`config.mk`:
```
export PLATFORM = sky130hd
export DESIGN_NAME = ysyx_22050612_decode_stage
export DESIGN_NICKNAME = d
export VERILOG_FILES = /design/src/rtl/ysyx_22050612_decode_stage.sv
export SDC_FILE = /design/constraint.sdc
export NUM_CORES = 1
export LEC_CHECK = 0
export CAP_MARGIN = 25
export CELL_PAD_IN_SITES_DETAIL_PLACEMENT = 0
export CELL_PAD_IN_SITES_GLOBAL_PLACEMENT = 1
export CORE_ASPECT_RATIO = 0.5
export CORE_MARGIN = 2
export CORE_UTILIZATION = 28
export DETAILED_ROUTE_END_ITERATION = 16
export PLACE_DENSITY_LB_ADDON = 0.1
export SYNTH_ARGS = -nofsm -noshare
export SYNTH_HDL_FRONTEND = slang
export SYNTH_SLANG_ARGS = --single-unit
```
`constraint.sdc`:
```
create_clock -name clk -period 2.6 [get_ports clk]
set_clock_uncertainty 0.05 [all_clocks]
set_input_delay 0.52 -clock clk [delete_from_list [all_inputs] [get_ports clk]]
set_output_delay 0.52 -clock clk [all_outputs]
set_load 0.03 [all_outputs]
```
`src/rtl/ysyx_22050612_decode_stage.sv`:
```
// ---------------------------------------------------------------------------
// ysyx_22050612_decode_stage
//   Registered, valid/ready handshaked RISC-V decode stage between fetch and
//   execute. Each accepted {pc, inst} becomes one registered bundle: register
//   indices, a format-selected sign-extended immediate, an operation ID and
//   illegal/ebreak flags. When an ebreak bundle is handed to execute, the
//   stage enters HALT and accepts nothing more until reset.
//
// Parameters
//   XLEN : width of pc and immediate (32 or 64)
//   OPW  : width of the operation ID
//
// Ports
//   clk, rst         : clock, synchronous active-high reset
//   in_valid/ready   : fetch handshake (in_ready is combinational)
//   in_pc, in_inst   : offered PC and instruction word
//   flush            : drop the held bundle, block loading this cycle
//   out_valid/ready  : execute handshake
//   out_pc, out_rd, out_rs1, out_rs2, out_imm, out_op,
//   out_illegal, out_ebreak : registered decode bundle
//   halted           : stage is in HALT
// ---------------------------------------------------------------------------
module ysyx_22050612_decode_stage #(
  parameter int XLEN = 64,
  parameter int OPW  = 8
) (
  input  logic            clk,
  input  logic            rst,
  input  logic            in_valid,
  output logic            in_ready,
  input  logic [XLEN-1:0] in_pc,
  input  logic [31:0]     in_inst,
  input  logic            flush,
  output logic            out_valid,
  input  logic            out_ready,
  output logic [XLEN-1:0] out_pc,
  output logic [4:0]      out_rd,
  output logic [4:0]      out_rs1,
  output logic [4:0]      out_rs2,
  output logic [XLEN-1:0] out_imm,
  output logic [OPW-1:0]  out_op,
  output logic            out_illegal,
  output logic            out_ebreak,
  output logic            halted
);

  localparam logic [OPW-1:0] OP_NONE   = OPW'(0);
  localparam logic [OPW-1:0] OP_LUI    = OPW'(1);
  localparam logic [OPW-1:0] OP_AUIPC  = OPW'(2);
  localparam logic [OPW-1:0] OP_JAL    = OPW'(3);
  localparam logic [OPW-1:0] OP_JALR   = OPW'(4);
  localparam logic [OPW-1:0] OP_SUB    = OPW'(5);
  localparam logic [OPW-1:0] OP_BNE    = OPW'(6);
  localparam logic [OPW-1:0] OP_BEQ    = OPW'(7);
  localparam logic [OPW-1:0] OP_ADD    = OPW'(8);
  localparam logic [OPW-1:0] OP_SD     = OPW'(9);
  localparam logic [OPW-1:0] OP_LD     = OPW'(10);
  localparam logic [OPW-1:0] OP_LW     = OPW'(13);
  localparam logic [OPW-1:0] OP_ADDI   = OPW'(19);
  localparam logic [OPW-1:0] OP_SLTIU  = OPW'(21);
  localparam logic [OPW-1:0] OP_EBREAK = OPW'(22);

  // ld/sd only exist in the 64-bit base ISA.
  localparam logic RV64 = (XLEN == 64);

  typedef enum logic [2:0] {
    FMT_NONE, FMT_I, FMT_S, FMT_B, FMT_U, FMT_J
  } fmt_e;

  typedef enum logic {
    S_RUN  = 1'b0,
    S_HALT = 1'b1
  } state_e;

  // All immediates are first formed as 32-bit sign-extended values; widening
  // to XLEN replicates bit 31 (a no-op when XLEN is 32).
  function automatic logic [XLEN-1:0] sext32(input logic [31:0] v);
    logic signed [31:0] v_s;
    v_s = v;
    return XLEN'(v_s);
  endfunction

  state_e            r_state;
  state_e            w_state_nxt;
  logic              r_out_valid;
  logic [XLEN-1:0]   r_pc;
  logic [4:0]        r_rd;
  logic [4:0]        r_rs1;
  logic [4:0]        r_rs2;
  logic [XLEN-1:0]   r_imm;
  logic [OPW-1:0]    r_op;
  logic              r_illegal;
  logic              r_ebreak;

  logic [6:0]        w_opcode;
  logic [2:0]        w_f3;
  logic [6:0]        w_f7;
  logic [OPW-1:0]    w_op;
  fmt_e              w_fmt;
  logic [31:0]       w_imm32;
  logic [XLEN-1:0]   w_imm;
  logic              w_drain;
  logic              w_halt_go;
  logic              w_load;

  assign w_opcode = in_inst[6:0];
  assign w_f3     = in_inst[14:12];
  assign w_f7     = in_inst[31:25];

  // Operation ID and immediate format; an unmatched encoding leaves op=0,
  // which doubles as the illegal indication.
  always_comb begin
    w_op  = OP_NONE;
    w_fmt = FMT_NONE;
    case (w_opcode)
      7'b0110111: begin w_op = OP_LUI;   w_fmt = FMT_U; end
      7'b0010111: begin w_op = OP_AUIPC; w_fmt = FMT_U; end
      7'b1101111: begin w_op = OP_JAL;   w_fmt = FMT_J; end
      7'b1100111: begin
        if (w_f3 == 3'b000) begin w_op = OP_JALR; w_fmt = FMT_I; end
      end
      7'b0110011: begin
        if (w_f3 == 3'b000 && w_f7 == 7'b0000000) w_op = OP_ADD;
        else if (w_f3 == 3'b000 && w_f7 == 7'b0100000) w_op = OP_SUB;
      end
      7'b1100011: begin
        if (w_f3 == 3'b000) begin w_op = OP_BEQ; w_fmt = FMT_B; end
        else if (w_f3 == 3'b001) begin w_op = OP_BNE; w_fmt = FMT_B; end
      end
      7'b0100011: begin
        if (RV64 && w_f3 == 3'b011) begin w_op = OP_SD; w_fmt = FMT_S; end
      end
      7'b0000011: begin
        if (RV64 && w_f3 == 3'b011) begin w_op = OP_LD; w_fmt = FMT_I; end
        else if (w_f3 == 3'b010) begin w_op = OP_LW; w_fmt = FMT_I; end
      end
      7'b0010011: begin
        if (w_f3 == 3'b000) begin w_op = OP_ADDI; w_fmt = FMT_I; end
        else if (w_f3 == 3'b011) begin w_op = OP_SLTIU; w_fmt = FMT_I; end
      end
      7'b1110011: begin
        // ebreak is an I-type encoding, so its immediate field (1) is reported.
        if (in_inst == 32'h0010_0073) begin w_op = OP_EBREAK; w_fmt = FMT_I; end
      end
      default: ;
    endcase
  end

  always_comb begin
    w_imm32 = 32'd0;
    case (w_fmt)
      FMT_I: w_imm32 = {{20{in_inst[31]}}, in_inst[31:20]};
      FMT_S: w_imm32 = {{20{in_inst[31]}}, in_inst[31:25], in_inst[11:7]};
      FMT_B: w_imm32 = {{19{in_inst[31]}}, in_inst[31], in_inst[7],
                        in_inst[30:25], in_inst[11:8], 1'b0};
      FMT_U: w_imm32 = {in_inst[31:12], 12'd0};
      FMT_J: w_imm32 = {{11{in_inst[31]}}, in_inst[31], in_inst[19:12],
                        in_inst[20], in_inst[30:21], 1'b0};
      default: w_imm32 = 32'd0;
    endcase
  end

  assign w_imm = sext32(w_imm32);

  // Handshake control. A draining ebreak halts the stage; anything fetch
  // offers in that same cycle is not loaded, since the stage is stopping.
  assign in_ready  = (r_state == S_RUN) && (!r_out_valid || out_ready);
  assign w_drain   = r_out_valid && out_ready;
  assign w_halt_go = (r_state == S_RUN) && w_drain && r_ebreak;
  assign w_load    = in_valid && in_ready && !flush && !w_halt_go;

  always_comb begin
    w_state_nxt = r_state;
    if (w_halt_go) w_state_nxt = S_HALT;
  end

  // Stage boundary: decode bundle register
  always_ff @(posedge clk) begin
    if (rst) begin
      r_state     <= S_RUN;
      r_out_valid <= 1'b0;
      r_pc        <= '0;
      r_rd        <= '0;
      r_rs1       <= '0;
      r_rs2       <= '0;
      r_imm       <= '0;
      r_op        <= '0;
      r_illegal   <= 1'b0;
      r_ebreak    <= 1'b0;
    end else begin
      r_state <= w_state_nxt;
      if (w_load) begin
        r_out_valid <= 1'b1;
        r_pc        <= in_pc;
        r_rd        <= in_inst[11:7];
        r_rs1       <= in_inst[19:15];
        r_rs2       <= in_inst[24:20];
        r_imm       <= w_imm;
        r_op        <= w_op;
        r_illegal   <= (w_op == OP_NONE);
        r_ebreak    <= (w_op == OP_EBREAK);
      end else if (flush || w_drain) begin
        r_out_valid <= 1'b0;
      end
    end
  end

  assign out_valid   = r_out_valid;
  assign out_pc      = r_pc;
  assign out_rd      = r_rd;
  assign out_rs1     = r_rs1;
  assign out_rs2     = r_rs2;
  assign out_imm     = r_imm;
  assign out_op      = r_op;
  assign out_illegal = r_illegal;
  assign out_ebreak  = r_ebreak;
  assign halted      = (r_state == S_HALT);

endmodule

```
* Word level (Yosys, flattened, before mapping)
Index checks and enable logic that the tools add are counted.
** Word-level totals
- Register bits after elaboration :: 123
- Input bits :: 101
- Word-level logic and storage cells :: 76
** Cells by class
- Equal/unequal tests :: 21
- Mux-type cells :: 25
- Bitwise gates (word level) :: 1
- Reduce and logical (&&, ||, !) cells :: 19
** Operators with widths (count)
- one-hot mux 32 bit (5 select lines) :: 1
- one-hot mux 5 bit (10 select lines) :: 1
- == test 32 x 21 -> 1 bit, second input constant :: 1
- == test 7 x 6 -> 1 bit, second input constant :: 4
- == test 7 bit, second input constant :: 4
- one-hot mux 3 bit (8 select lines) :: 1
- two-way mux 4 bit :: 4
- two-way mux 5 bit :: 3
- == test 7 x 5 -> 1 bit, second input constant :: 2
- == test 3 x 2 -> 1 bit, second input constant :: 4
- two-way mux 3 bit :: 4
- logical AND 1 bit :: 9
- == test 8 x 5 -> 1 bit, second input constant :: 1
- zero test 8 bit :: 1
- two-way mux 1 bit :: 8
- == test 7 x 2 -> 1 bit, second input constant :: 1
- zero test 7 bit :: 1
- == test 3 x 1 -> 1 bit, second input constant :: 2
- == test 3 bit, second input constant :: 2
- two-way mux 2 bit :: 3
- zero test 1 bit :: 3
- zero test 3 bit :: 1
- logical OR 1 bit :: 2
- nonzero test 2 bit :: 1
- other kinds (2) :: 2

* Depth between registers and ports, before layout
Gate-level depths: netlist of the first run.
- Word-level depth :: 7
- Mapped depth :: 9
- Gate-level depth less buffers :: 6

* Worst setup path after synthesis of the first run
OpenSTA, ideal clock, no wires.
- Path type :: input to register
- Start point :: input port in_inst[6]
- End point :: register r_imm[21] (netlist: out_imm[21])
- Library setup time :: 0.114 ns
- Arrival :: 2.210 ns
- Slack :: 0.226 ns
- Stages on the path :: 9
- Path buffers :: 3
- Cell sequence :: buf_2 nor2b_2 o211a_1 buf_6 or3_4 o31ai_4 buf_4 a21oi_1 a21o_1
** Between the ends
- Longest elaborated chain between the ends :: 5
- Elaborated cells on any way between the ends :: 19
- Classes of those cells :: eq/ne: 15; mux: 3; reduce/logical: 1
** Ends and longest elaborated chain
- start: declaration :: line 32 : input logic [31:0] in_inst,
- == test 32 x 21 -> 1 bit (tied with other cells) :: line 143 : if (in_inst == 32'h0010_0073) begin w_op = OP_EBREAK; w_fmt = FMT_I; end
- two-way mux 1 bit or OR reduction 2 bit (tied branches)
- one-hot mux 3 bit (8 select lines) * :: line 115 : case (w_opcode)
- == test 3 bit (tied with other cells) :: line 151 : case (w_fmt)
- one-hot mux 32 bit (5 select lines) * :: line 151
- end signal: assignment :: line 198 : r_imm <= w_imm;
- end: declaration :: line 90 : logic [XLEN-1:0] r_imm;
Every way passes the cells marked *; elsewhere a longest branch is shown, timed or not.
A chain may end at the register's enable or synchronous reset.

* Worst setup path after layout of the first run
- Start point :: input port in_inst[3]
- End point :: register r_imm[19] (netlist: out_imm[19])
The elaborated chain is that of the path after synthesis.

==> metrics.txt, run 1 <==
# TYPE chip_impl_metric gauge
chip_impl_metric{name="synthSimpleGateAreaFrac",unit=""} 0.244
chip_impl_metric{name="die-width",unit="microns"} 195
chip_impl_metric{name="combinationalPowerShare",unit=""} 0.158
chip_impl_info{name="rsz0062_at_grt",value="false"} 1
chip_impl_metric{name="design.core.area",unit="sq mm"} 0.0176
chip_impl_metric{name="synth.mux.area_fraction",unit=""} 0
chip_impl_info{name="worstSetupPathType",value="input port to flop"} 1
chip_impl_info{name="run_status",value="finished, final reports clean"} 1
chip_impl_metric{name="first_pass_grt_wire_length",unit="microns"} 28000
chip_impl_metric{name="finalWorstPathRequiredPeriod",unit="ns"} 2.54
chip_impl_metric{name="dp.cells",unit=""} 1131
chip_impl_metric{name="hpwl",unit="microns"} 13000
chip_impl_metric{name="finalHoldWorstSlack",unit="ns"} 0.349
chip_impl_info{name="crit-reg2reg-launch",value="halted$_SDFFE_PP0P_"} 1
chip_impl_info{name="dominant_cells_by_area_after_synthesis",value="sky130_fd_sc_hd__dfxtp_1 47%, sky130_fd_sc_hd__nand2_1 14%, sky130_fd_sc_hd__a21oi_1 9.3%, sky130_fd_sc_hd__buf_4 5.3%, sky130_fd_sc_hd__clkbuf_1 2.9%"} 1
chip_impl_metric{name="worstSkewPairLatency",unit="ns"} 0.41
chip_impl_metric{name="seqPwrFrac",unit=""} 0.391
chip_impl_metric{name="floorplan.die.height",unit="microns"} 99.5
chip_impl_metric{name="ys.warnings.count",unit=""} 0
chip_impl_info{name="cp-start-kind",value="input port"} 1
chip_impl_metric{name="initial_drc_count",unit=""} 211
chip_impl_metric{name="final-hold-violation-count",unit=""} 0
chip_impl_metric{name="reported_net_switching_power",unit="W"} 0.00126
chip_impl_metric{name="htree_levels",unit=""} 4
chip_impl_metric{name="power.switching_fraction",unit=""} 0.254
chip_impl_metric{name="portBuffers",unit=""} 253
chip_impl_metric{name="syn2layout_area_growth",unit="%"} 70.8
chip_impl_metric{name="groute.usage.overall",unit=""} 0.185
chip_impl_info{name="endpoint_kind",value="flop"} 1
chip_impl_metric{name="critical_path_arrival",unit="ns"} 2.82
chip_impl_metric{name="diodes",unit=""} 0
chip_impl_metric{name="synth.avg_cell_area",unit="sq um"} 7.92
chip_impl_metric{name="power_density",unit="mW/mm^2"} 569
chip_impl_metric{name="slew-limit-headroom",unit=""} 0.597
chip_impl_metric{name="fp.dieArea",unit="sq mm"} 0.0194
chip_impl_metric{name="drive_above_1_share",unit=""} 0.133
chip_impl_metric{name="cts_inserted_buffers",unit=""} 17
chip_impl_metric{name="detail_route.drc_violations",unit=""} 0
chip_impl_metric{name="std_cell_rows",unit=""} 34
chip_impl_metric{name="avgViaCountPerCell",unit=""} 4.58
chip_impl_metric{name="clk_pin_slew_worst_paths",unit="ns"} 0.05
chip_impl_metric{name="detail_route.wirelength",unit="microns"} 17900
chip_impl_info{name="timing.hold.worst.start",value="rst"} 1
chip_impl_metric{name="post-synth-top-area-fraction",unit=""} 0.470
chip_impl_metric{name="worst_ep_required_time",unit="ns"} 2.88
chip_impl_metric{name="placer_congestion_estimate",unit=""} 0.827
chip_impl_metric{name="route.vias.total",unit=""} 5320
chip_impl_info{name="cts_tree",value="done"} 1
chip_impl_info{name="main_combinational_cell_family_by_area_after_synthesis",value="simple AND/OR/NAND/NOR gates"} 1
chip_impl_metric{name="syn-instance-count",unit=""} 645
chip_impl_metric{name="count_of_cells_along_the_worst_register_to_register_path",unit=""} 8
chip_impl_info{name="synth_top_area_cell",value="sky130_fd_sc_hd__dfxtp_1"} 1
chip_impl_metric{name="netlist-cell-type-count",unit=""} 56
chip_impl_info{name="synthMostInstantiatedCell",value="sky130_fd_sc_hd__nand2_1"} 1
chip_impl_metric{name="adder_cell_area_share_of_the_yosys_netlist",unit=""} 0
chip_impl_metric{name="slew_viol_final",unit=""} 0
chip_impl_metric{name="clock_tree.buffer_depth",unit=""} 2
chip_impl_metric{name="maxClockFrequency",unit="GHz"} 0.393
chip_impl_info{name="worst_hold_path_type",value="input port to flop"} 1
chip_impl_metric{name="finalPower",unit="W"} 0.00496
chip_impl_metric{name="pin_count",unit=""} 257
chip_impl_metric{name="worst_hold_path.num_cells",unit=""} 2
chip_impl_metric{name="worst-path-buf-inv",unit=""} 2
chip_impl_metric{name="number_of_nets_still_failing_antenna_checks_after_routing",unit=""} 0
chip_impl_metric{name="timing.final.setup_violations",unit=""} 0
chip_impl_metric{name="ys_seq_area_frac",unit=""} 0.470
chip_impl_info{name="worst_path_dominant_cell_family",value="compound AO/OA/AOI/OAI gates"} 1
chip_impl_metric{name="cellLeakagePower",unit="nW"} 3.30
chip_impl_metric{name="final_net_count",unit=""} 1017
chip_impl_metric{name="instances_no_fill",unit=""} 1161
chip_impl_info{name="synthTopCellsByCount",value="192 x sky130_fd_sc_hd__nand2_1, 120 x sky130_fd_sc_hd__dfxtp_1, 95 x sky130_fd_sc_hd__a21oi_1, 40 x sky130_fd_sc_hd__clkbuf_1, 36 x sky130_fd_sc_hd__buf_4"} 1
chip_impl_info{name="root_buffer",value="sky130_fd_sc_hd__clkbuf_16"} 1
chip_impl_metric{name="postSynthRegisterBits",unit=""} 120
chip_impl_info{name="ys.flop_type",value="sky130_fd_sc_hd__dfxtp_1"} 1
chip_impl_metric{name="critical_path_depth",unit=""} 8
chip_impl_metric{name="grt_antenna_before_repair",unit=""} 0
chip_impl_metric{name="synth_edf_count",unit=""} 0
chip_impl_metric{name="syn_area",unit="sq mm"} 0.00511
chip_impl_metric{name="setup_ws_post_layout",unit="ns"} 0.0584
chip_impl_metric{name="via_count_of_the_first_global_routing_pass",unit=""} 5126
chip_impl_info{name="cp_cell_sequence",value="clkdlybuf4s50_1 > or4bb_4 > nor2_2 > o2bb2ai_1 > buf_4 > o21bai_1 > a211o_4 > a31oi_4"} 1
chip_impl_metric{name="pin_count_of_the_biggest_net_entering_global_routing",unit=""} 102
chip_impl_metric{name="drv_cap",unit=""} 0
chip_impl_metric{name="reg2reg_slack",unit="ns"} 0.91
chip_impl_metric{name="dr.pass1.iters",unit=""} 4
chip_impl_metric{name="complex_gate_fraction_of_the_synthesized_area",unit=""} 0.186
chip_impl_metric{name="global_route.overflow_total",unit=""} 0
chip_impl_info{name="crit_slowest_cell",value="sky130_fd_sc_hd__or4bb_4"} 1
chip_impl_metric{name="share_clk_of_total_power",unit=""} 0.451
chip_impl_metric{name="final.setup.tns",unit="ns"} 0
chip_impl_metric{name="cts.sinks",unit=""} 120
chip_impl_metric{name="min_period_over_period",unit=""} 0.978
chip_impl_metric{name="xor_xnor_cell_area_share_of_the_yosys_netlist",unit=""} 0.00343
chip_impl_metric{name="transition_time_of_the_tightest_slew_check_pin",unit="ns"} 0.600
chip_impl_metric{name="start_util",unit=""} 0.290
chip_impl_metric{name="detail_route.wl_per_cell",unit="microns"} 15.5
chip_impl_metric{name="p_int",unit="W"} 0.00370
chip_impl_metric{name="async_reset_ff_frac",unit=""} 0
chip_impl_metric{name="cp_max_fo",unit=""} 8
chip_impl_metric{name="worst_path_largest_cell_delay",unit="ns"} 0.57
chip_impl_info{name="hold-path-endpoint",value="out_op[1]$_SDFFE_PP0P_"} 1
chip_impl_metric{name="dp_slack",unit="ns"} -0.361
chip_impl_metric{name="vdd.ir_drop.worst",unit="mV"} 0.359
chip_impl_info{name="r2r-end",value="out_imm[22]$_SDFFE_PP0P_"} 1
layer usage:
layer | part of all wire | track usage | up-vias
li1 | - | - | 2688
met1 | 0.46 | 0.231 | 2491
met2 | 0.49 | 0.321 | 126
met3 | 0.043 | 0.0444 | 15
met4 | 0.0089 | 0.0470 | 0
met5 | 0 | 0 | -
state kept, by name (all words and copies together), names as in the netlist:
register     flops
out_illegal      1
halted           1
out_pc          64
out_imm         32
out_rs1          5
out_valid        1
out_ebreak       1
out_rd           5
out_op           5
out_rs2          5
cell families after synthesis:
family                 count (synthesis)
XOR/XNOR                               2
buffers and inverters                 88
other                                  1
flip-flops                           120
AND/OR/NAND/NOR                      281
AO/OA/AOI/OAI                        153
per-stage QoR:
stage          utilization  area [sq um]
2_1_floorplan            -          5120
3_3_place_gp         0.463          8160
3_5_place_dp         0.464          8160
4_1_cts              0.495          8720
5_1_grt              0.496          8730
6_report             0.496          8730
repair_timing:
item | 4_1_cts | 5_1_grt
resized for setup | 0 | 3
endpoints found under the setup margin | 0 | 10
setup buffers | 0 | 0
hold buffers | 0 | 0
power groups by stage:
| stage | Clock, W | Sequential (W) | Combinational (W) |
|---|---|---|---|
| final | 0.00224 | 0.00194 | 0.000784 |
| after global routing | 0.00239 | 0.00195 | 0.000841 |
| after CTS | 0.00230 | 0.00194 | 0.000792 |
| after detailed placement | 0 | 0.00198 | 0.000788 |
| after global placement | 0 | 0.00198 | 0.000785 |
| after floorplan | 0 | 0.00211 | 0.000212 |
cell type report:
class                           instances  area, sq um
Clock buffer                           20          447
Clock inverter                         10          105
Fill cell                            1722         8880
Inverter                                5         18.8
Multi-Input combinational cell        439         2260
Sequential cell                       120         2400
Tap cell                              234          293
Timing Repair Buffer                  333         3200
worst max path at each step:
stage | startpoint | end | slack (ns)
after floorplan | in_inst[6] | out_imm[21]$_SDFFE_PP0P_ | 0.23
after global placement | in_inst[14] | out_imm[30]$_SDFFE_PP0P_ | -0.50
after detailed placement | in_inst[3] | out_imm[19]$_SDFFE_PP0P_ | -0.36
after CTS | in_inst[3] | out_imm[19]$_SDFFE_PP0P_ | 0.06
after global routing | in_inst[3] | out_imm[13]$_SDFFE_PP0P_ | 0.007
final | in_inst[3] | out_imm[19]$_SDFFE_PP0P_ | 0.06
cell usage in the layout, fill, tap and decap left out, types with 10 or more instances in the layout:
cell type                         count
sky130_fd_sc_hd__a21o_1              12
sky130_fd_sc_hd__a21oi_1             95
sky130_fd_sc_hd__a31oi_1             13
sky130_fd_sc_hd__buf_4               74
sky130_fd_sc_hd__clkbuf_16           17
sky130_fd_sc_hd__clkdlybuf4s50_1    252
sky130_fd_sc_hd__dfxtp_1            120
sky130_fd_sc_hd__nand2_1            192
sky130_fd_sc_hd__nand3_1             16
sky130_fd_sc_hd__nor2_1              24
sky130_fd_sc_hd__nor3_1              10
Power figures use the tool's default switching activity.
==> inputs of run 2 (changes only) <==
Settings changed: PLACE_DENSITY from default to 0.78, PLACE_DENSITY_LB_ADDON 0.1 to default.
==> run 2 against run 1 <==
Net effect:
- final area rose by 0.16%
- worst hold slack improved by 0.054 ns
- fmax rose by 2.0%
- die area did not move
- largest cell class unchanged
- non-clock buffer count fell by 6
- count of clock-buffer cells in the layout rose by 4
- critical path depth fell by 4
- core utilization rose by 0.078 points
- total power rose by 7.4%
- setup slack improved by 0.049 ns
==> metrics.txt, run 2 (same netlist as run 1, synthesis figures left out) <==
# TYPE chip_impl_metric gauge
chip_impl_metric{name="cts_hold_repair.buffers",unit=""} 0
chip_impl_metric{name="avgViaCountPerCell",unit=""} 4.64
chip_impl_metric{name="vdd.ir_drop.worst",unit="mV"} 0.521
chip_impl_metric{name="global_route.overflow_total",unit=""} 0
chip_impl_info{name="endpoint_kind",value="primary output"} 1
chip_impl_metric{name="hpwl",unit="microns"} 13300
chip_impl_metric{name="initial_drc_count",unit=""} 176
chip_impl_metric{name="first_pass_grt_wire_length",unit="microns"} 28100
chip_impl_info{name="rsz0062_at_grt",value="false"} 1
chip_impl_metric{name="std_cell_rows",unit=""} 34
chip_impl_metric{name="syn2layout_area_growth",unit="%"} 71.1
chip_impl_metric{name="portBuffers",unit=""} 253
chip_impl_metric{name="worst_ep_required_time",unit="ns"} 2.03
chip_impl_metric{name="cellLeakagePower",unit="nW"} 3.32
chip_impl_metric{name="timing.final.setup_violations",unit=""} 0
chip_impl_info{name="cp-start-kind",value="input port"} 1
chip_impl_metric{name="detail_route.drc_violations",unit=""} 0
chip_impl_metric{name="cts.repair.resized",unit=""} 0
chip_impl_metric{name="critical_path_arrival",unit="ns"} 1.92
chip_impl_info{name="highest_layer",value="met4"} 1
chip_impl_metric{name="maxClockFrequency",unit="GHz"} 0.401
chip_impl_metric{name="dp_slack",unit="ns"} -0.188
chip_impl_metric{name="pin_count_of_the_biggest_net_entering_global_routing",unit=""} 72
chip_impl_info{name="cts_tree",value="done"} 1
chip_impl_metric{name="diodes",unit=""} 0
chip_impl_metric{name="setup_ws_post_layout",unit="ns"} 0.107
chip_impl_metric{name="detail_route.wirelength",unit="microns"} 17900
chip_impl_metric{name="post-route-cell-area",unit="sq mm"} 0.00874
chip_impl_metric{name="pin_count",unit=""} 257
chip_impl_info{name="timing.hold.worst.start",value="out_pc[42]$_SDFFE_PP0P_"} 1
chip_impl_info{name="crit_slowest_cell",value="sky130_fd_sc_hd__clkdlybuf4s50_1"} 1
chip_impl_metric{name="dpl_cell_area",unit="sq mm"} 0.00808
chip_impl_metric{name="grt_antenna_before_repair",unit=""} 0
chip_impl_metric{name="placer_congestion_estimate",unit=""} 0.898
chip_impl_info{name="run_status",value="finished, final reports clean"} 1
chip_impl_metric{name="route.met2.wl",unit="microns"} 8790
chip_impl_metric{name="floorplan.die.height",unit="microns"} 99.5
chip_impl_metric{name="slew-limit-headroom",unit=""} 0.583
chip_impl_metric{name="dr.pass1.iters",unit=""} 5
chip_impl_metric{name="reg2reg_slack",unit="ns"} 0.87
chip_impl_info{name="hold-path-endpoint",value="out_pc[42]$_SDFFE_PP0P_"} 1
chip_impl_metric{name="finalWorstPathRequiredPeriod",unit="ns"} 2.49
chip_impl_metric{name="cts.sinks",unit=""} 120
chip_impl_metric{name="drive_above_1_share",unit=""} 0.125
chip_impl_metric{name="worst_path_largest_cell_delay",unit="ns"} 0.69
chip_impl_metric{name="fp.dieArea",unit="sq mm"} 0.0194
chip_impl_metric{name="groute.usage.overall",unit=""} 0.182
chip_impl_metric{name="cts_inserted_buffers",unit=""} 17
chip_impl_metric{name="via_count_of_the_first_global_routing_pass",unit=""} 5113
chip_impl_metric{name="finalHoldWorstSlack",unit="ns"} 0.402
chip_impl_info{name="mostFrequentLayoutCells",value="252 x sky130_fd_sc_hd__clkdlybuf4s50_1, 192 x sky130_fd_sc_hd__nand2_1, 120 x sky130_fd_sc_hd__dfxtp_1"} 1
chip_impl_info{name="root_buffer",value="sky130_fd_sc_hd__clkbuf_16"} 1
chip_impl_metric{name="cts.repair_timing.setup_buffer_count",unit=""} 0
chip_impl_info{name="layout_commonest_cell",value="sky130_fd_sc_hd__clkdlybuf4s50_1"} 1
chip_impl_metric{name="detail_route.wl_per_cell",unit="microns"} 15.5
chip_impl_metric{name="slew_viol_final",unit=""} 0
chip_impl_metric{name="die-width",unit="microns"} 195
chip_impl_metric{name="final-hold-violation-count",unit=""} 0
chip_impl_metric{name="largest_register_ffs",unit=""} 64
chip_impl_metric{name="htree_levels",unit=""} 4
chip_impl_metric{name="min_period_over_period",unit=""} 0.959
chip_impl_metric{name="worst_hold_path.num_cells",unit=""} 2
chip_impl_metric{name="route.vias.total",unit=""} 5366
chip_impl_metric{name="clock_tree.buffer_depth",unit=""} 2
chip_impl_metric{name="sum_of_routed_wire_segments_on_met1",unit="microns"} 8090
chip_impl_metric{name="power_density",unit="mW/mm^2"} 610
chip_impl_metric{name="design.core.area",unit="sq mm"} 0.0176
chip_impl_metric{name="worstSkewPairLatency",unit="ns"} 0.41
chip_impl_metric{name="drv_cap",unit=""} 0
chip_impl_metric{name="met3_length",unit="microns"} 791
chip_impl_info{name="crit-reg2reg-launch",value="halted$_SDFFE_PP0P_"} 1
chip_impl_info{name="worst_hold_path_type",value="flop to flop"} 1
chip_impl_metric{name="transition_time_of_the_tightest_slew_check_pin",unit="ns"} 0.625
chip_impl_info{name="r2r-end",value="out_illegal$_SDFFE_PP0P_"} 1
chip_impl_metric{name="final_net_count",unit=""} 1011
chip_impl_metric{name="count_of_cells_along_the_worst_register_to_register_path",unit=""} 7
chip_impl_info{name="worstSetupPathType",value="input port to primary output"} 1
chip_impl_metric{name="count_of_filler_cells_inserted_in_the_layout",unit=""} 1692
chip_impl_metric{name="cp_max_fo",unit=""} 4
chip_impl_metric{name="start_util",unit=""} 0.290
chip_impl_metric{name="number_of_nets_still_failing_antenna_checks_after_routing",unit=""} 0
chip_impl_info{name="cp_common_cell",value="sky130_fd_sc_hd__clkdlybuf4s50_1"} 1
chip_impl_info{name="cp_cell_sequence",value="clkdlybuf4s50_1 > inv_1 > a21oi_1 > clkdlybuf4s50_1"} 1
chip_impl_metric{name="clk_pin_slew_worst_paths",unit="ns"} 0.05
==> run 2: cell count changes in the layout (fill, tap and decap cells not counted), moves of 2 or more <==
cell and delta:
sky130_fd_sc_hd__buf_12 -3, sky130_fd_sc_hd__clkbuf_8 +3, sky130_fd_sc_hd__clkinvlp_4 -2, sky130_fd_sc_hd__buf_4 -2, sky130_fd_sc_hd__clkinv_2 -3, sky130_fd_sc_hd__bufinv_16 +3
==> run 2: stage by stage <==
stage / cells / util / TNS, ns / total power (W)
detailed placement: 1124 / 0.459 / -4.74 / 0.00275
floorplan: 647 / - / 0 / 0.00232
global route: 1157 / 0.496 / 0 / 0.00557
global placement: 1124 / 0.459 / -3.46 / 0.00274
CTS: 1156 / 0.496 / 0 / 0.00539
finish: 1157 / 0.496 / 0 / 0.00533
==> run 2: layer usage <==
metal | up-vias | global-route usage
met5 | - | 0
met4 | 0 | 0.0552
met3 | 18 | 0.0437
met2 | 126 | 0.308
met1 | 2535 | 0.232
li1 | 2687 | -
==> run 2: report_power, final <==
| group | total [W] | switching (W) | internal (W) |
|---|---|---|---|
| logic | 0.000765 | 0.000401 | 0.000364 |
| clock network | 0.00262 | 0.000823 | 0.00180 |
| registers | 0.00194 | 0.0000333 | 0.00191 |
==> run 2: layout make-up <==
type | instances | area, sq um | area share
clock inverter | 8 | 165 | 0.0189
tap | 234 | 293 | 0.0335
multi-input combinational | 439 | 2250 | 0.257
inverter | 5 | 18.8 | 0.00215
clock buffer | 24 | 492 | 0.0563
timing repair buffer | 327 | 3120 | 0.357
sequential | 120 | 2400 | 0.275
==> run 2: how the worst max path moves through the flow <==
stage | start | endpoint | slack (ns) | cells past startpoint
detailed placement | in_inst[25] | out_imm[6]$_SDFFE_PP0P_ | -0.19 | 10
finish | out_ready | in_ready | 0.11 | 4
CTS | out_ready | in_ready | 0.10 | 4
global placement | in_inst[6] | out_imm[22]$_SDFFE_PP0P_ | -0.15 | 8
floorplan | in_inst[6] | out_imm[21]$_SDFFE_PP0P_ | 0.23 | 9
global route | out_ready | in_ready | 0.03 | 4
==> run 2: worst max-delay path, delay by kind of cell <==
kind	cells	cell delay [ns]
buf+inv	3	1.25
compound gates	1	0.15
==> inputs of run 3 (changes only) <==
Settings changed: CORE_UTILIZATION 28 to 30, CTS_CLUSTER_SIZE from default to 12, PLACE_DENSITY 0.78 to 0.83.
Clock period 2.6 ns to 3.2 ns, I/O delays scaled along.
==> run 3 against run 2 <==
Net effect:
- non-clock buffer count fell by 49
- clock power fell by 17%
- total power fell by 19%
- via count fell by 3.5%
- sequential share of layout area rose by 1.2 points
- register-to-register slack improved by 0.26 ns
==> metrics.txt, run 3 (same netlist as run 1, synthesis figures left out) <==
# TYPE chip_impl_metric gauge
chip_impl_metric{name="pin_count_of_the_biggest_net_entering_global_routing",unit=""} 87
chip_impl_metric{name="cts_inserted_buffers",unit=""} 17
chip_impl_info{name="gr-max-usage-layer",value="met2"} 1
chip_impl_metric{name="htree_levels",unit=""} 4
chip_impl_metric{name="via_count_of_the_first_global_routing_pass",unit=""} 4688
chip_impl_info{name="root_buffer",value="sky130_fd_sc_hd__clkbuf_16"} 1
chip_impl_info{name="cp_cell_sequence",value="clkdlybuf4s50_1 > inv_1 > a21oi_1 > clkdlybuf4s50_1"} 1
chip_impl_metric{name="clock_tree.buffer_depth",unit=""} 2
chip_impl_info{name="r2r-end",value="out_imm[23]$_SDFFE_PP0P_"} 1
chip_impl_metric{name="reported_net_switching_power",unit="W"} 0.00103
chip_impl_info{name="cp_common_cell",value="sky130_fd_sc_hd__clkdlybuf4s50_1"} 1
chip_impl_metric{name="worst_path_largest_cell_delay",unit="ns"} 0.70
chip_impl_metric{name="power.switching_fraction",unit=""} 0.239
chip_impl_metric{name="critical_path_arrival",unit="ns"} 2.04
chip_impl_metric{name="pin_count",unit=""} 257
chip_impl_metric{name="globalRouteMet1Util",unit=""} 0.240
chip_impl_metric{name="worst_hold_path.num_cells",unit=""} 2
chip_impl_metric{name="first_pass_grt_wire_length",unit="microns"} 26000
chip_impl_metric{name="reg2reg_slack",unit="ns"} 1.13
chip_impl_metric{name="cts_hold_repair.buffers",unit=""} 0
chip_impl_metric{name="syn2layout_area_growth",unit="%"} 63.9
chip_impl_metric{name="hpwl",unit="microns"} 12400
chip_impl_metric{name="drv_cap",unit=""} 0
chip_impl_metric{name="final_net_count",unit=""} 962
chip_impl_metric{name="timing.final.setup_violations",unit=""} 0
chip_impl_info{name="layout_commonest_cell",value="sky130_fd_sc_hd__clkdlybuf4s50_1"} 1
chip_impl_metric{name="diodes",unit=""} 0
chip_impl_metric{name="dp_slack",unit="ns"} 0.153
chip_impl_metric{name="design.core.area",unit="sq mm"} 0.0165
chip_impl_metric{name="detail_route.drc_violations",unit=""} 0
chip_impl_metric{name="portBuffers",unit=""} 253
chip_impl_metric{name="dr.pass1.iters",unit=""} 5
chip_impl_metric{name="placer_congestion_estimate",unit=""} 0.953
chip_impl_metric{name="finalWorstPathRequiredPeriod",unit="ns"} 2.73
chip_impl_metric{name="final-hold-violation-count",unit=""} 0
chip_impl_metric{name="fp.dieArea",unit="sq mm"} 0.0182
chip_impl_info{name="run_status",value="finished, final reports clean"} 1
chip_impl_metric{name="floorplan.die.height",unit="microns"} 96.3
chip_impl_metric{name="cellLeakagePower",unit="nW"} 3.07
chip_impl_metric{name="grt_antenna_before_repair",unit=""} 0
chip_impl_info{name="worst_hold_path_type",value="flop to flop"} 1
chip_impl_metric{name="vdd.ir_drop.worst",unit="mV"} 0.407
chip_impl_metric{name="maxClockFrequency",unit="GHz"} 0.367
chip_impl_metric{name="number_of_nets_still_failing_antenna_checks_after_routing",unit=""} 0
chip_impl_metric{name="detail_route.wirelength",unit="microns"} 17100
chip_impl_info{name="cp-start-kind",value="input port"} 1
chip_impl_metric{name="avgViaCountPerCell",unit=""} 4.70
chip_impl_metric{name="slew-limit-headroom",unit=""} 0.650
chip_impl_metric{name="power_density",unit="mW/mm^2"} 517
chip_impl_metric{name="cts.repair.resized",unit=""} 0
chip_impl_metric{name="cts.repair_timing.setup_buffer_count",unit=""} 0
chip_impl_metric{name="gr-usage-met2",unit=""} 0.297
chip_impl_metric{name="route.vias.total",unit=""} 5179
chip_impl_info{name="cts_tree",value="done"} 1
chip_impl_metric{name="min_period_over_period",unit=""} 0.853
chip_impl_metric{name="drive_above_1_share",unit=""} 0.0778
chip_impl_metric{name="slew_viol_final",unit=""} 0
chip_impl_metric{name="combinationalPowerShare",unit=""} 0.136
chip_impl_info{name="worstSetupPathType",value="input port to primary output"} 1
chip_impl_metric{name="p_int",unit="W"} 0.00330
chip_impl_metric{name="cp_max_fo",unit=""} 4
chip_impl_info{name="mostFrequentLayoutCells",value="252 x sky130_fd_sc_hd__clkdlybuf4s50_1, 192 x sky130_fd_sc_hd__nand2_1, 120 x sky130_fd_sc_hd__dfxtp_1"} 1
chip_impl_info{name="timing.hold.worst.start",value="out_pc[38]$_SDFFE_PP0P_"} 1
chip_impl_metric{name="start_util",unit=""} 0.309
chip_impl_metric{name="setup_ws_post_layout",unit="ns"} 0.472
chip_impl_info{name="crit-reg2reg-launch",value="halted$_SDFFE_PP0P_"} 1
chip_impl_metric{name="worst_ep_required_time",unit="ns"} 2.51
chip_impl_info{name="crit_slowest_cell",value="sky130_fd_sc_hd__clkdlybuf4s50_1"} 1
chip_impl_metric{name="die-width",unit="microns"} 189
chip_impl_metric{name="largest_register_ffs",unit=""} 64
chip_impl_metric{name="count_of_cells_along_the_worst_register_to_register_path",unit=""} 8
chip_impl_metric{name="initial_drc_count",unit=""} 344
chip_impl_metric{name="global_route.overflow_total",unit=""} 0
chip_impl_metric{name="worstSkewPairLatency",unit="ns"} 0.41
chip_impl_metric{name="final.setup.tns",unit="ns"} 0
chip_impl_metric{name="grt_util_met3",unit=""} 0.0390
chip_impl_metric{name="transition_time_of_the_tightest_slew_check_pin",unit="ns"} 0.523
chip_impl_info{name="hold-path-endpoint",value="out_pc[38]$_SDFFE_PP0P_"} 1
chip_impl_metric{name="seqPwrFrac",unit=""} 0.364
chip_impl_metric{name="clk_pin_slew_worst_paths",unit="ns"} 0.06
chip_impl_metric{name="share_clk_of_total_power",unit=""} 0.500
chip_impl_info{name="endpoint_kind",value="primary output"} 1
chip_impl_metric{name="std_cell_rows",unit=""} 33
chip_impl_metric{name="detail_route.wl_per_cell",unit="microns"} 15.5
chip_impl_metric{name="cts.sinks",unit=""} 120
chip_impl_info{name="rsz0062_at_grt",value="false"} 1
chip_impl_metric{name="count_of_filler_cells_inserted_in_the_layout",unit=""} 1579
chip_impl_metric{name="groute.usage.overall",unit=""} 0.184
[run 3: worst max-delay path by stage]
stage | start | end | cells past startpoint
2_1_floorplan | in_inst[6] | out_imm[21]$_SDFFE_PP0P_ | 9
3_3_place_gp | in_inst[3] | out_imm[19]$_SDFFE_PP0P_ | 7
3_5_place_dp | in_inst[3] | out_imm[19]$_SDFFE_PP0P_ | 7
4_1_cts | out_ready | in_ready | 4
5_1_grt | in_inst[26] | out_imm[23]$_SDFFE_PP0P_ | 9
6_report | out_ready | in_ready | 4
[run 3: power by group through the flow]
stage / sequential [W] / clock [W] / combinational, W
after floorplan: 0.00171 / 0 / 0.000172
after global placement: 0.00161 / 0 / 0.000589
after detailed placement: 0.00161 / 0 / 0.000589
after CTS: 0.00158 / 0.00222 / 0.000591
after global routing: 0.00158 / 0.00229 / 0.000628
final: 0.00158 / 0.00217 / 0.000587
[run 3: area by class of cell]
| type | count | area, sq um | share of cell area |
|---|---|---|---|
| sequential | 120 | 2400 | 0.287 |
| tap | 227 | 284 | 0.0339 |
| multi-input combinational | 439 | 2250 | 0.268 |
| inverter | 5 | 18.8 | 0.00224 |
| clock inverter | 13 | 224 | 0.0267 |
| clock buffer | 19 | 443 | 0.0529 |
| timing repair buffer | 278 | 2760 | 0.329 |
[run 3: per-layer routing]
metal  wire [microns]  vias to the layer above
met3              906                       25
met1             7600                     2404
li1                 -                     2591
met2             8230                      159
met5                0                        -
met4              354                        0
[run 3: stage by stage]
stage,hold WS [ns],power (W),utilization,cell area [sq um],cells
2_1_floorplan,0.530,0.00189,-,5120,647
3_3_place_gp,0.391,0.00219,0.467,7710,1069
3_5_place_dp,0.391,0.00220,0.467,7710,1069
4_1_cts,0.404,0.00438,0.507,8370,1101
5_1_grt,0.419,0.00450,0.507,8370,1101
6_report,0.400,0.00433,0.507,8370,1101
[run 3: critical path, delay by kind of cell]
kind,cells,cell delay [ns]
buffers and inverters,3,1.26
AO/OA/AOI/OAI,1,0.14
